===== src/rtl/single_port_ram_core_if.sv =====
// Bus bundle for the single-port RAM core: one shared address, write data,
// an operation select and the registered read data.
interface single_port_ram_core_if #(
  parameter int DATA_WIDTH = 8,
  parameter int ADDR_WIDTH = 4
);
  logic                  en;
  logic [ADDR_WIDTH-1:0] addr;
  logic [DATA_WIDTH-1:0] data_in;
  logic [DATA_WIDTH-1:0] data;

  modport master (
    output en,
    output addr,
    output data_in,
    input  data
  );

  modport slave (
    input  en,
    input  addr,
    input  data_in,
    output data
  );
endinterface


===== src/rtl/single_port_ram_core.sv =====
// Synchronous single-port RAM: en=1 writes mem[addr], en=0 loads mem[addr]
// into the output register. Synchronous reset clears every word and the output.
module single_port_ram_core #(
  parameter int DATA_WIDTH = 8,
  parameter int ADDR_WIDTH = 4
) (
  input logic                   clk,
  input logic                   rst,
  single_port_ram_core_if.slave bus
);
  localparam int DEPTH = 1 << ADDR_WIDTH;

  logic [DATA_WIDTH-1:0] mem_reg [DEPTH];
  logic [DATA_WIDTH-1:0] data_reg;
  logic [DEPTH-1:0]      wr_sel;

  // Every word must clear on reset, so storage is built from individually
  // resettable registers rather than a block RAM.
  generate
    for (genvar gi = 0; gi < DEPTH; gi++) begin : g_word
      assign wr_sel[gi] = bus.en && (bus.addr == ADDR_WIDTH'(gi));

      always_ff @(posedge clk) begin
        if (rst) begin
          mem_reg[gi] <= '0;
        end else if (wr_sel[gi]) begin
          mem_reg[gi] <= bus.data_in;
        end
      end
    end
  endgenerate

  // Output only updates on a read; a write leaves the last read value in place.
  always_ff @(posedge clk) begin
    if (rst) begin
      data_reg <= '0;
    end else if (!bus.en) begin
      data_reg <= mem_reg[bus.addr];
    end
  end

  assign bus.data = data_reg;
endmodule


===== src/flat_wrapper.sv =====
// flat-port wrapper written by rule: the top's interface ports become plain ports
module single_port_ram_core_flat 
#(
  parameter int DATA_WIDTH = 8,
  parameter int ADDR_WIDTH = 4
)
  (clk, rst, bus_en, bus_addr, bus_data_in, bus_data);
  single_port_ram_core_if #(.DATA_WIDTH(DATA_WIDTH), .ADDR_WIDTH(ADDR_WIDTH)) bus_i ();
  input logic clk;
  input logic rst;
  input wire logic [$bits(bus_i.en)-1:0] bus_en;
  input wire logic [$bits(bus_i.addr)-1:0] bus_addr;
  input wire logic [$bits(bus_i.data_in)-1:0] bus_data_in;
  output wire logic [$bits(bus_i.data)-1:0] bus_data;
  assign bus_i.en = bus_en;
  assign bus_i.addr = bus_addr;
  assign bus_i.data_in = bus_data_in;
  assign bus_data = bus_i.data;
  single_port_ram_core #(.DATA_WIDTH(DATA_WIDTH), .ADDR_WIDTH(ADDR_WIDTH)) u_core (.clk(clk), .rst(rst), .bus(bus_i));
endmodule

===== config.mk =====
export PLATFORM = sky130hd
export DESIGN_NAME = single_port_ram_core_flat
export DESIGN_NICKNAME = d
export VERILOG_FILES = /design/src/rtl/single_port_ram_core_if.sv /design/src/rtl/single_port_ram_core.sv /design/src/flat_wrapper.sv
export SDC_FILE = /design/constraint.sdc
export NUM_CORES = 1
export LEC_CHECK = 0
export ABC_AREA = 1
export BUFFER_PORTS_ARGS = -buffer_cell sky130_fd_sc_hd__buf_2
export CELL_PAD_IN_SITES_DETAIL_PLACEMENT = 0
export CELL_PAD_IN_SITES_GLOBAL_PLACEMENT = 1
export CORE_ASPECT_RATIO = 2
export CORE_UTILIZATION = 52
export CTS_CLUSTER_SIZE = 30
export DETAILED_ROUTE_END_ITERATION = 6
export PLACE_DENSITY_LB_ADDON = 0.1
export SLEW_MARGIN = 20
export SYNTH_ARGS = -nofsm -noshare
export SYNTH_HDL_FRONTEND = slang
export SYNTH_SLANG_ARGS = --single-unit
export TNS_END_PERCENT = 30

===== constraint.sdc =====
create_clock -name clk -period 6.05 [get_ports clk]
set_input_delay 0.605 -clock clk [delete_from_list [all_inputs] [get_ports clk]]
set_output_delay 0.605 -clock clk [all_outputs]
set_load 0.005 [all_outputs]

# ---- Word level (Yosys, flattened, before mapping)
# Memory sizes are Yosys's and may differ from the RTL's. A register that Yosys moved wholly into a read port is not among the register bits.
# Cells that the tools add are included.
dict set report op_classes {
  n_reduce_logical 18
  n_eq_ne 15
  n_bitwise 16
  n_mux 66
}
# operator n
set op_table {}
lappend op_table {{8-bit 2-to-1 mux} 16}
lappend op_table {{1-bit 2-to-1 mux} 50}
lappend op_table {{4-bit equality test (second input constant)} 8}
lappend op_table {{4-bit by 3-bit equality test with 1-bit output (second input constant)} 4}
lappend op_table {{1-bit logical AND} 16}
lappend op_table {{1-bit bitwise OR} 16}
lappend op_table {{4-bit by 2-bit equality test with 1-bit output (second input constant)} 2}
lappend op_table {{4-bit by 1-bit equality test with 1-bit output (second input constant)} 1}
lappend op_table {{4-bit logical NOT} 1}
lappend op_table {{1-bit logical NOT} 1}
dict set report totals {
  input_bits 15
  ram_bits 128
  out_inout_bits 8
  regBits 0
  n_memories 1
  elab_cells 116
}
# memory words width rd rd_ports_with_merged_regs write_ports line_no
set mem_list {}
lappend mem_list {u_core.mem_reg 16 8 1 1 16 single_port_ram_core.sv:13} ;# logic [DATA_WIDTH-1:0] mem_reg [DEPTH];

# ---- Depth between registers and ports, before layout
dict set report logic_depth {
  ltp_word 6
  depth_mapped 12
  depth_no_buf 9
}

# ---- Worst setup path after synthesis
# OpenSTA, ideal clock, no wires.
dict set report synth_timing {
  path_kind {input to register}
  start {in bus_addr[0]}
  end {mem u_core.mem_reg[10][0], enable pin}
  setup_time_ps 384
  t_required_ps 5666
  path_stages 8
  arrival_ps 1965
  n_path_buf 3
  path_slack_ps 3701
  path_cell_list {buf_4 -> inv_2 -> buf_6 -> buf_6 -> nand2_2 -> nor2_8 -> inv_2 -> o21ai_0}
}
# item line_no
set synth_rtl {}
lappend synth_rtl {{from (decl)} flat_wrapper.sv:12} ;# input wire logic [$bits(bus_i.addr)-1:0] bus_addr;
lappend synth_rtl {{to (decl)} single_port_ram_core.sv:13}

==> impl_summary.txt <==
----------------------------------------------------
[Clock network]
  TritonCTS clock tree ... built
  H-tree depth reported by CTS ... 4
  CTS-repair resized insts ... 0
  Clock latency reported for the late side of the worst-skew pair ... 430 ps
  Clock transition at the register clock pins on the worst setup and hold paths after CTS ... 60 ps
  Post-CTS setup buffer count ... 0
  Root Buffer Master ... clkbuf_16
  Number of buffers added by the clock tree synthesis step ... 17
  Number of hold buffers added after CTS ... 0
  Largest buffer count on any clock path ... 2
  # clock sinks ... 136

[Run]
  Maxcap violations ... 0

[Power and ir drop]
  Net switching fraction of the power ... approximately a quarter
  Reported leakage power ... about 3 nW
  Gate power share ... 7.9%
  Share of power burned in the clock network ... 44.9%
  Worst-case vdd ir drop ... 0.312 mV
  Pint ... 0.00179 W
  Power Density ... between 300 and 400 nW/um^2
  Register share of total power ... 47.2%
  P_sw ... 0.000555 W

[Synth]
  Cell with the most instances after synthesis ... nand2_1
  Average footprint of a synthesized cell ... 9.09 sq um
  Largest area contributor in the synthesized netlist ... edfxtp_1
  Number of synthesized flops with an enable pin ... 128
  Synthesized-area fraction occupied by and/or/nand/nor cells ... 31.4%
  Register area share after synthesis ... 62.6%
  Cells after Synth ... ~700
  Fraction of the mapped netlist area in compound gates ... 1.33%
  Synth Warn # ... 0
  Largest cells by area after synthesis ... edfxtp_1 (60%), nand2_1 (16%), nor2_1 (8.6%), nand3_1 (4.1%), dfxtp_1 (2.5%)
  Yosys reg bits ... 136
  Multiplexer share of the synthesized area ... 0%
  Synth Area in XOR/XNOR ... 0%
  Largest family of logic cells by synthesized area ... simple AND/OR/NAND/NOR gates
  Post-synthesis instance area ... 6390 sq um
  Main synth FF type ... edfxtp_1
  Commonest cells in the synthesized netlist ... nand2_1 (274), nor2_1 (147), edfxtp_1 (128)
  Count of different cell masters after synthesis ... 19
  Synthesized netlist net count ... 718
  Async S/R FF share, synth ... 0%
  Synth top area share ... 60.1%
  Post-synthesis adder-cell area fraction ... 0%

[Timing]
  Clock Skew ... 12.0 ps
  Final Max Tran Viols ... 0
  Final count of hold timing violations ... 0
  Final min period ... 2930 ps
  Setup repair after global routing missed its margin ... false
  Relative slew slack ... 27.7%
  Slew at the pin closest to its max-slew limit ... 1080 ps
  Setup violations, final ... 0
  Share of the cycle needed by the critical path after routing ... 48.4%
  Final setup TNS ... 0 ps
  Min Hold Slack ... 527 ps
  Peak clock frequency supported by timing ... 0.342 GHz

[Die]
  Die height ... 159 microns
  Count of pins on the block boundary ... 23
  Std-Cell Rows ... 57
  Std-Cell Core Area ... 12,100 sq um
  Die Area ... between 10,000 and 15,000 sq um
  Chip Width ... around 80 microns
  Initial core utilization ... between 50% and 60%

[Global routing]
  Total Routing Usage GR ... 28.8%
  Wire length of the first global-routing pass ... 25,700 microns
  Pin count of the biggest net entering global routing ... between 60 and 70
  Via count of the first global-routing pass ... 4,654
  Total congestion overflow after global routing ... 0
  Antenna violations before repair ... 0

[Cells and area]
  Max reg flops ... 128
  ANT cells ... 0
  Final core utilization ... between 50% and 60%
  Nets@finish ... 722
  Share of post-route cells with drive strength above 1 ... 9.31%
  Final Non-Filler Cells ... ~870
  Area added between synthesis and finish ... 11.1%
  Final std cell area, no fill ... just over 7000 sq um

[Worst hold path]
  Path class of the lowest-slack min-delay path ... reg2reg

[Route]
  Detailed Route WL ... 16,900 microns
  Wirelength per Cell ... 19.5 microns
  Iteration count of the initial detailed-routing pass ... 5
  Vias post-DR ... 4,763
  Remaining DRCs ... 0
  Post-DR vias/cell ... 5.49
  Detail Route Antenna Nets ... 0
  Initial DRC Count ... 406

[Setup path]
  Max incr delay on CP ... around 850 ps
  Critical path cell sequence ... buf_2 -> buf_4 -> nand2_1 -> nor2_1 -> inv_1 -> o21ai_0
  Max FO, Critical Path ... 40
  Crit path kind ... in2reg
  Dominant delay contributor by cell family on the critical path ... buffers and inverters
  Library cell contributing the largest single delay on the critical path ... o21ai_0
  Type of element capturing the critical path ... flop
  Critical path startpoint category ... input pin
  Data required time at the worst endpoint ... 6100 ps
  Worst path arrival time ... 2970 ps
  Number of buffers and inverters on the critical path ... 3

[Placed design]
  Area post-placement ... 6500 sq um
  Number of cells after detailed placement ... 835
  RePlAce Congestion ... ~0.90
  Detail Placement HPWL ... 11,200 microns
  Count of input and output buffers ... 22

[Outcome]
  Outcome ... complete, no violations

----------------------------------------------------
==> placed cells by master (no fill, tap or decap) <==
cell	count
clkinvlp_4	3
edfxtp_1	128
buf_4	5
clkbuf_8	1
nand3_4	4
inv_2	2
nand3_1	52
buf_2	22
nand4_1	8
nor2_2	2
nand2_2	1
clkinv_2	2
dfxtp_1	8
bufinv_16	3
clkinv_4	2
nand2_1	274
nor2_8	1
inv_6	1
clkbuf_16	17
nor3_4	1
clkbuf_1	3
inv_1	17
o21ai_1	7
o21ai_0	10
nor2_1	146
==> cells by family after synthesis <==
group | after synthesis
AND/OR/NAND/NOR | 489
AO/OA/AOI/OAI | 17
buffers and inverters | 61
flip-flops | 136
==> power by group through the flow <==
| stage | logic (W) | registers [W] | clock network [W] |
|---|---|---|---|
| final | 0.000185 | 0.00111 | 0.00105 |
| after global routing | 0.000207 | 0.00111 | 0.00110 |
| after CTS | 0.000185 | 0.00111 | 0.00106 |
| after detailed placement | 0.000184 | 0.00113 | 0 |
| after global placement | 0.000183 | 0.00113 | 0 |
| after floorplan | 0.000128 | 0.00112 | 0 |
==> worst paths after layout <==
check / startpoint / to / slack (ps) / depth (start not counted)
worst min-delay path: u_core.bus.data[2]$_SDFFE_PP0N_ / u_core.bus.data[2]$_SDFFE_PP0N_ / 530 / 2
worst max-delay path: bus_addr[0] / u_core.mem_reg[7][6]$_SDFFCE_PN0P_ / 3120 / 6
worst min register to register: u_core.bus.data[2]$_SDFFE_PP0N_ / u_core.bus.data[2]$_SDFFE_PP0N_ / 530 / 2
worst max register to register: u_core.mem_reg[10][1]$_SDFFCE_PN0P_ / u_core.bus.data[1]$_SDFFE_PP0N_ / 4860 / 8
==> through the flow <==
stage                     power, W  setup WS, ps
after CTS                  0.00235          3000
after detailed placement   0.00131          2560
after floorplan            0.00124          3700
after global placement     0.00131          2660
final                      0.00235          3120
after global routing       0.00241          2910
==> metal layers <==
metal / vias to the layer above / global-route usage [%] / wire (microns)
li1: 2293 / - / -
met4: 0 / 12.8 / 573
met3: 41 / 4.77 / 732
met1: 2275 / 33.0 / 6180
met5: - / 0 / 0
met2: 154 / 50.9 / 9400
==> tightest hold or removal path, stage by stage (launching register included) <==
cell and delay, ps:
dfxtp_1 320, o21ai_0 80, nor2_1 100
==> cell type report <==
class,count,area [sq um]
clock inverters,11,149
inverters,19,71.3
flip-flops and latches,136,4000
repair buffers,27,148
multi-input cells,506,2100
well taps,147,184
clock buffers,21,450
fillers,1087,4950
(Power assumes the default switching activity.)
